**config.mk**
```make
export PLATFORM = sky130hd
export DESIGN_NAME = vram_text_writer
export DESIGN_NICKNAME = d
export VERILOG_FILES = /design/src/rtl/lcd_text_pkg.sv /design/src/rtl/text_cursor.sv /design/src/rtl/vram_text_writer.sv
export SDC_FILE = /design/constraint.sdc
export NUM_CORES = 1
export LEC_CHECK = 0
export CAP_MARGIN = 20
export CORE_MARGIN = 4
export CORE_UTILIZATION = 26
export CTS_CLUSTER_DIAMETER = 200
export CTS_CLUSTER_SIZE = 20
export DETAILED_ROUTE_END_ITERATION = 10
export PLACE_DENSITY = 0.52
export REMOVE_ABC_BUFFERS = 1
export SYNTH_ARGS = -nofsm -noshare
export SYNTH_HDL_FRONTEND = slang
export SYNTH_SLANG_ARGS = --single-unit
```
**constraint.sdc**
```tcl
create_clock -name clk -period 5.6 [get_ports clk]
set_input_delay 1.68 -clock clk [delete_from_list [all_inputs] [get_ports clk]]
set_output_delay 1.68 -clock clk [all_outputs]
set_load 0.02 [all_outputs]
```
**src/rtl/lcd_text_pkg.sv**
```systemverilog
// Shared definitions for the LCD text path: screen geometry defaults, VRAM
// address width, control-code bytes and the text writer FSM state encoding.
// Optional build macro: VRAM_CLEAR_ON_RESET_EN adds the CLEAR state.
package lcd_text_pkg;

    localparam int unsigned COLS_DEF = 60;  // 480 px / 8 px font
    localparam int unsigned ROWS_DEF = 17;  // 272 px / 16 px font
    localparam int unsigned ADDR_W   = 10;  // VRAM depth 1024
    localparam int unsigned COL_W    = 6;
    localparam int unsigned ROW_W    = 5;

    localparam logic [7:0] FILL_DEF = 8'h20;

    localparam logic [7:0] CH_LF = 8'h0A;
    localparam logic [7:0] CH_CR = 8'h0D;
    localparam logic [7:0] CH_BS = 8'h08;
    localparam logic [7:0] CH_FF = 8'h0C;

    typedef enum logic [2:0] {
        ST_INIT,
        ST_IDLE,
        ST_PUT,
        ST_SCROLL_RD,
        ST_SCROLL_WR,
        ST_FILL
`ifdef VRAM_CLEAR_ON_RESET_EN
        , ST_CLEAR
`endif
    } state_t;

endpackage

```
**src/rtl/text_cursor.sv**
```systemverilog
// Text cursor: column/row counters with wrap, line advance and backspace,
// plus the linear VRAM address row*COLS+col of the current position.
// Ports:
//   clk, rst         clock, asynchronous active-high reset (cursor to 0/0)
//   home             cursor to 0/0
//   cr               column to 0
//   lf               column to 0, next row
//   bs               column - 1 unless already 0
//   adv              column + 1, wrapping onto the next row
//   col, row         registered cursor position
//   addr_c           row*COLS+col
//   scroll_c         the current command would advance past the last row
//   col_zero_c       column is 0
module text_cursor
    import lcd_text_pkg::*;
#(
    parameter int unsigned COLS = COLS_DEF,
    parameter int unsigned ROWS = ROWS_DEF
) (
    input  logic              clk,
    input  logic              rst,
    input  logic              home,
    input  logic              cr,
    input  logic              lf,
    input  logic              bs,
    input  logic              adv,
    output logic [COL_W-1:0]  col,
    output logic [ROW_W-1:0]  row,
    output logic [ADDR_W-1:0] addr_c,
    output logic              scroll_c,
    output logic              col_zero_c
);

    logic last_col_c;
    logic last_row_c;

    assign last_col_c = (col == COL_W'(COLS - 1));
    assign last_row_c = (row == ROW_W'(ROWS - 1));
    assign col_zero_c = (col == '0);
    assign addr_c     = ADDR_W'(row) * ADDR_W'(COLS) + ADDR_W'(col);

    // On the last row the row counter holds; the scroll makes room instead.
    assign scroll_c = last_row_c && (lf || (adv && last_col_c));

    // Position update, one command per cycle at most.
    always_ff @(posedge clk or posedge rst) begin
        if (rst) begin
            col <= '0;
            row <= '0;
        end else if (home) begin
            col <= '0;
            row <= '0;
        end else if (lf || cr) begin
            col <= '0;
            if (lf && !last_row_c) begin
                row <= row + ROW_W'(1);
            end
        end else if (adv) begin
            if (last_col_c) begin
                col <= '0;
                if (!last_row_c) begin
                    row <= row + ROW_W'(1);
                end
            end else begin
                col <= col + COL_W'(1);
            end
        end else if (bs && !col_zero_c) begin
            col <= col - COL_W'(1);
        end
    end

endmodule

```
**src/rtl/vram_text_writer.sv**
```systemverilog
// Character-stream writer into the text VRAM scanned by the LCD block.
// Accepts one byte per valid/ready handshake, writes printable bytes at the
// cursor, handles LF/CR/BS/FF and scrolls by copying VRAM rows upward.
// Optional build macro: VRAM_CLEAR_ON_RESET_EN clears the screen after reset.
// Ports:
//   clk, rst               clock, asynchronous active-high reset
//   ch_valid, ch_data      incoming character byte
//   ch_ready               byte accepted this cycle when valid is high
//   v_ada, v_dina, v_wea   VRAM port A address / write data / write enable
//   v_douta                VRAM port A read data (1 cycle read latency)
//   cursor_col, cursor_row current cursor position
//   busy                   scroll or clear in progress
module vram_text_writer
    import lcd_text_pkg::*;
#(
    parameter int unsigned COLS      = COLS_DEF,
    parameter int unsigned ROWS      = ROWS_DEF,
    parameter logic [7:0]  FILL_CHAR = FILL_DEF
) (
    input  logic              clk,
    input  logic              rst,
    input  logic              ch_valid,
    input  logic [7:0]        ch_data,
    output logic              ch_ready,
    output logic [ADDR_W-1:0] v_ada,
    output logic [7:0]        v_dina,
    output logic              v_wea,
    input  logic [7:0]        v_douta,
    output logic [COL_W-1:0]  cursor_col,
    output logic [ROW_W-1:0]  cursor_row,
    output logic              busy
);

    localparam logic [ADDR_W-1:0] COLS_A      = ADDR_W'(COLS);
    localparam logic [ADDR_W-1:0] COPY_LAST   = ADDR_W'((ROWS - 1) * COLS - 1);
    localparam logic [ADDR_W-1:0] LAST_ROW_A  = ADDR_W'((ROWS - 1) * COLS);
    localparam logic [ADDR_W-1:0] SCREEN_LAST = ADDR_W'(ROWS * COLS - 1);

    state_t            state;
    logic [ADDR_W-1:0] ptr;      // scroll destination / fill address
    logic [7:0]        dina_q;
    logic              put_adv;  // PUT advances the cursor (not a backspace erase)

    logic              accept_c;
    logic              cmd_lf_c;
    logic              cmd_cr_c;
    logic              cmd_bs_c;
    logic              cmd_ff_c;
    logic              cmd_adv_c;
    logic [ADDR_W-1:0] addr_c;
    logic              scroll_c;
    logic              col_zero_c;

    assign accept_c  = (state == ST_IDLE) && ch_valid && ch_ready;
    assign cmd_lf_c  = accept_c && (ch_data == CH_LF);
    assign cmd_cr_c  = accept_c && (ch_data == CH_CR);
    assign cmd_bs_c  = accept_c && (ch_data == CH_BS);
    assign cmd_ff_c  = accept_c && (ch_data == CH_FF);
    assign cmd_adv_c = (state == ST_PUT) && put_adv;

    // The copy writes the byte read back in the previous cycle; with a
    // one-cycle read latency it is only available combinationally here.
    assign v_dina = (state == ST_SCROLL_WR) ? v_douta : dina_q;

    text_cursor #(
        .COLS (COLS),
        .ROWS (ROWS)
    ) u_cursor (
        .clk        (clk),
        .rst        (rst),
        .home       (cmd_ff_c),
        .cr         (cmd_cr_c),
        .lf         (cmd_lf_c),
        .bs         (cmd_bs_c),
        .adv        (cmd_adv_c),
        .col        (cursor_col),
        .row        (cursor_row),
        .addr_c     (addr_c),
        .scroll_c   (scroll_c),
        .col_zero_c (col_zero_c)
    );

    // Control FSM; outputs describe the cycle spent in the next state.
    always_ff @(posedge clk or posedge rst) begin
        if (rst) begin
            state    <= ST_INIT;
            ch_ready <= 1'b0;
            v_ada    <= '0;
            dina_q   <= '0;
            v_wea    <= 1'b0;
            busy     <= 1'b0;
            ptr      <= '0;
            put_adv  <= 1'b0;
        end else begin
            case (state)
                ST_INIT: begin
`ifdef VRAM_CLEAR_ON_RESET_EN
                    state  <= ST_CLEAR;
                    busy   <= 1'b1;
                    ptr    <= '0;
                    v_ada  <= '0;
                    v_wea  <= 1'b1;
                    dina_q <= FILL_CHAR;
`else
                    state    <= ST_IDLE;
                    ch_ready <= 1'b1;
`endif
                end

                ST_IDLE: begin
                    if (accept_c) begin
                        ch_ready <= 1'b0;
                        case (ch_data)
                            CH_LF: begin
                                if (scroll_c) begin
                                    state <= ST_SCROLL_RD;
                                    busy  <= 1'b1;
                                    ptr   <= '0;
                                    v_ada <= COLS_A;
                                end
                            end
                            CH_CR: ;
                            CH_BS: begin
                                // Cursor steps back this edge; erase the cell it lands on.
                                if (!col_zero_c) begin
                                    state   <= ST_PUT;
                                    put_adv <= 1'b0;
                                    v_ada   <= addr_c - ADDR_W'(1);
                                    dina_q  <= FILL_CHAR;
                                    v_wea   <= 1'b1;
                                end
                            end
                            CH_FF: begin
                                state  <= ST_FILL;
                                busy   <= 1'b1;
                                ptr    <= '0;
                                v_ada  <= '0;
                                dina_q <= FILL_CHAR;
                                v_wea  <= 1'b1;
                            end
                            default: begin
                                state   <= ST_PUT;
                                put_adv <= 1'b1;
                                v_ada   <= addr_c;
                                dina_q  <= ch_data;
                                v_wea   <= 1'b1;
                            end
                        endcase
                    end else begin
                        ch_ready <= 1'b1;
                    end
                end

                ST_PUT: begin
                    v_wea <= 1'b0;
                    if (put_adv && scroll_c) begin
                        state <= ST_SCROLL_RD;
                        busy  <= 1'b1;
                        ptr   <= '0;
                        v_ada <= COLS_A;
                    end else begin
                        state    <= ST_IDLE;
                        ch_ready <= 1'b1;
                    end
                end

                ST_SCROLL_RD: begin
                    state <= ST_SCROLL_WR;
                    v_ada <= ptr;
                    v_wea <= 1'b1;
                end

                ST_SCROLL_WR: begin
                    if (ptr == COPY_LAST) begin
                        state  <= ST_FILL;
                        ptr    <= LAST_ROW_A;
                        v_ada  <= LAST_ROW_A;
                        dina_q <= FILL_CHAR;
                        v_wea  <= 1'b1;
                    end else begin
                        state <= ST_SCROLL_RD;
                        ptr   <= ptr + ADDR_W'(1);
                        v_ada <= ptr + COLS_A + ADDR_W'(1);
                        v_wea <= 1'b0;
                    end
                end

`ifdef VRAM_CLEAR_ON_RESET_EN
                ST_CLEAR,
`endif
                ST_FILL: begin
                    // Fill always runs up to the last screen cell.
                    if (ptr == SCREEN_LAST) begin
                        state    <= ST_IDLE;
                        v_wea    <= 1'b0;
                        busy     <= 1'b0;
                        ch_ready <= 1'b1;
                    end else begin
                        ptr   <= ptr + ADDR_W'(1);
                        v_ada <= ptr + ADDR_W'(1);
                    end
                end

                default: begin
                    state    <= ST_IDLE;
                    v_wea    <= 1'b0;
                    busy     <= 1'b0;
                    ch_ready <= 1'b1;
                end
            endcase
        end
    end

endmodule
```
==> summary.txt <==
Outcome
  • Status: completed

Drt
  • Routed via count: 3936
  • Detail Route Antenna Nets: 0
  • Wirelength per Cell: 15.98 um
  • TritonRoute pass-1 iters: 5
  • Routed vias/inst: 5.105
  • Routed WL: 12320 um
  • # DRC: 0
  • Drt initial violations: 292

Timing
  • RSZ-0062 raised after global routing: false
  • Peak Freq: 0.2183 GHz
  • Worst-margin pin slew: 0.8677 ns
  • Period utilization: 81.80%
  • Crit path time final: 4.581 ns
  • Fin. Hold Viols: 0
  • Setup violators final: 0
  • Fin. max-slew vios: 0
  • Max transition margin: 41.88%
  • Final TNS setup: 0 ns
  • Setup Skew: 0.007060 ns
  • Final worst slack: 1.019 ns

Pwr
  • Peak VDD IR: 100.5 uV
  • P_leak: 1.978 nW
  • Cell Pwr Density: 142.6 nW/um^2

Critical path
  • CP Capture Type: output pin
  • Crit-path most repeated cell: clkdlybuf4s50_1
  • CP Class: input pin to output pin
  • Critical path arrival: 2.90 ns
  • Worst Path Buf+Inv: 2
  • CP cell instances: clkdlybuf4s50_1, nand2_1, o21ai_0, clkdlybuf4s50_1
  • Req. time, crit path: 3.92 ns
  • Largest delay contributor family on the critical path: buffers and inverters
  • Crit-path max cell delay: 0.64 ns
  • CP Max Fanout: 1
  • Slowest CP cell: clkdlybuf4s50_1
  • CP Launch Type: input pin

Synthesis
  • Largest cells by area after synthesis: dfrtp_1, ha_1, o21ai_0
  • Dominant synthesized flop cell: dfrtp_1
  • EDFF count, synth: 0
  • Synth warnings: 0
  • Flops & latches, synth: 46
  • Area fraction of the dominant cell type after synthesis: 27.41%
  • Post-synth top cells: o21ai_0, nand2_1, dfrtp_1, nor2_1, inv_1
  • Syn avg cell area: 8.044 um^2
  • Most frequent cell after synthesis: o21ai_0
  • Number of distinct library cells after synthesis: 73
  • Register area share after synthesis: 27.41%
  • Mapped cell area: 4199 um^2
  • Post-synthesis async set-or-reset flop share: 100.0%
  • Leading area contributor after synthesis: dfrtp_1
  • Cells after synthesis: 522

Global routing
  • M2 GR Usage: 23.56%
  • Routing usage on met1: 18.55%
  • Tot GR Track Use: 13.96%
  • GRT Residual Overflow: 0
  • Most Used Layer, Global Route: met2
  • Initial antenna violation count: 0
  • GR Util met3: 2.869%
  • Number of global-route vias before repair: 3846
  • Pin count of the biggest net entering global routing: 47
  • First-pass GRT wire length: 20600 um

CTS
  • Clk Latency, worst-skew pair: 0.30 ns
  • CTS tree: done
  • H-Tree Depth: 2
  • Setup Fix Bufs, Post-CTS: 0
  • Total CTS buffers: 5
  • Clk slew on worst S/H paths: 0.06 ns
  • CTS hold repair buffers: 0
  • CTS Root Cell: clkbuf_16
  • Clock Path Buffers: 2
  • CTS Sinks: 46
  • Cts repair resizes: 0

Place
  • Placed Area: 4855 um^2
  • DP Worst Slack: 1.003 ns
  • # port buffers: 50
  • Post-DP HPWL: 9436 um
  • Placer congestion estimate: 0.8703
  • Placed Cells: 762

Floorplanning
  • Die Ht: 135.1 um
  • Core Footprint: 15830 um^2
  • Die width: 135.1 um
  • Die ar.: 18250 um^2
  • Cell row count: 46
  • # IOs: 51
  • Initial Utilization: 26.53%

Finish
  • Share of layout cells above drive strength 1: 5.225%
  • # diodes: 0
  • Final instance area: 5040 um^2
  • NumNets Final: 604
  • Layout area overhead: 20.02%
  • Non-Filler Instances: 771

Job
  • MaxCap Viol Count: 0

Hold path
  • Hold WC Path Type: register to register
[area by class of cell]
type	count	area (um^2)
repair buffers	54	543.0
fillers	1709	10790
well taps	216	270.3
inverters	37	138.9
flip-flops and latches	46	1151
clock buffers	5	125.1
multi-input cells	410	2771
clock inverters	3	40.04
[worst reg2reg max path, stage by stage (launching register included)]
cell and delay (ns):
dfrtp_1 0.47, fa_1 0.61, inv_1 0.06, fa_1 0.48
fa_1 0.51, inv_1 0.04, ha_1 0.28, nor3b_1 0.41
o21a_1 0.20, nor4bb_1 0.30, xnor3_1 0.39, mux2i_1 0.14
a211o_1 0.26
[cell usage in the layout (no fill, tap or decap), types with 6 or more instances in the layout]
master / instances
a211oi_1: 7
a21oi_1: 31
a31oi_1: 6
and3_1: 10
clkdlybuf4s50_1: 50
dfrtp_1: 46
fa_1: 8
ha_1: 23
inv_1: 36
nand2_1: 53
nand2b_1: 8
nand3_1: 26
nor2_1: 46
nor2b_1: 7
nor3_1: 10
o21ai_0: 54
o31ai_1: 9
xnor2_1: 11
xor2_1: 9
[per-layer routing]
metal  share of wire, %  wire length (um)
met3                3.5               433
met2                 48              5882
met1                 48              5876
met5                  0                 0
met4                1.0               125
[worst paths after layout]
kind / startpoint / to / slack, ns / cells past startpoint
worst min register to register: v_ada[3]$_DFFE_PP0P_ / v_ada[3]$_DFFE_PP0P_ / 0.48 / 2
worst max-delay path: v_douta[6] / v_dina[6] / 1.02 / 4
min in group asynchronous: rst / u_cursor.row[2]$_DFFE_PP0P_ / 1.73 / 2
max in group asynchronous: rst / ptr[6]$_DFFE_PP0P_ / 3.34 / 3
worst min-delay path: v_ada[3]$_DFFE_PP0P_ / v_ada[3]$_DFFE_PP0P_ / 0.48 / 2
worst max register to register: u_cursor.row[0]$_DFFE_PP0P_ / v_ada[9]$_DFFE_PP0P_ / 1.32 / 12
[state kept, by name (all words and copies together), names as in the netlist, 3 cells and up]
name and count:
dina_q 8, ptr 10, state 3, u_cursor.col 6, u_cursor.row 5, v_ada 10
[cells by family (layout without fill, tap and decap cells)]
group,count (synthesis),in the layout,share of synthesized area (%)
and+or+nand+nor,198,198,24.91
AOI/OAI and AO/OA,155,155,24.17
buffers and inverters,66,99,6.585
DFF,46,46,27.41
adders and majority gates,31,31,10.67
xor gates and xnor gates,22,22,5.244
muxes,4,4,1.013
[through the flow]
| step | hold slack [ns] | util, % | power, mW |
|---|---|---|---|
| floorplan | 0.4887 | - | 0.3561 |
| global placement | 0.4694 | 30.67 | 0.3829 |
| detailed placement | 0.4752 | 30.67 | 0.3839 |
| CTS | 0.4895 | 31.72 | 0.7309 |
| global route | 0.5112 | 31.84 | 0.7514 |
| finish | 0.4843 | 31.84 | 0.7189 |
[power breakdown]
group	total, mW	switching (mW)	internal [mW]
logic	0.0436	0.0235	0.0202
clock network	0.341	0.132	0.209
registers	0.335	0.000574	0.334
Power figures use the tool's default switching activity.
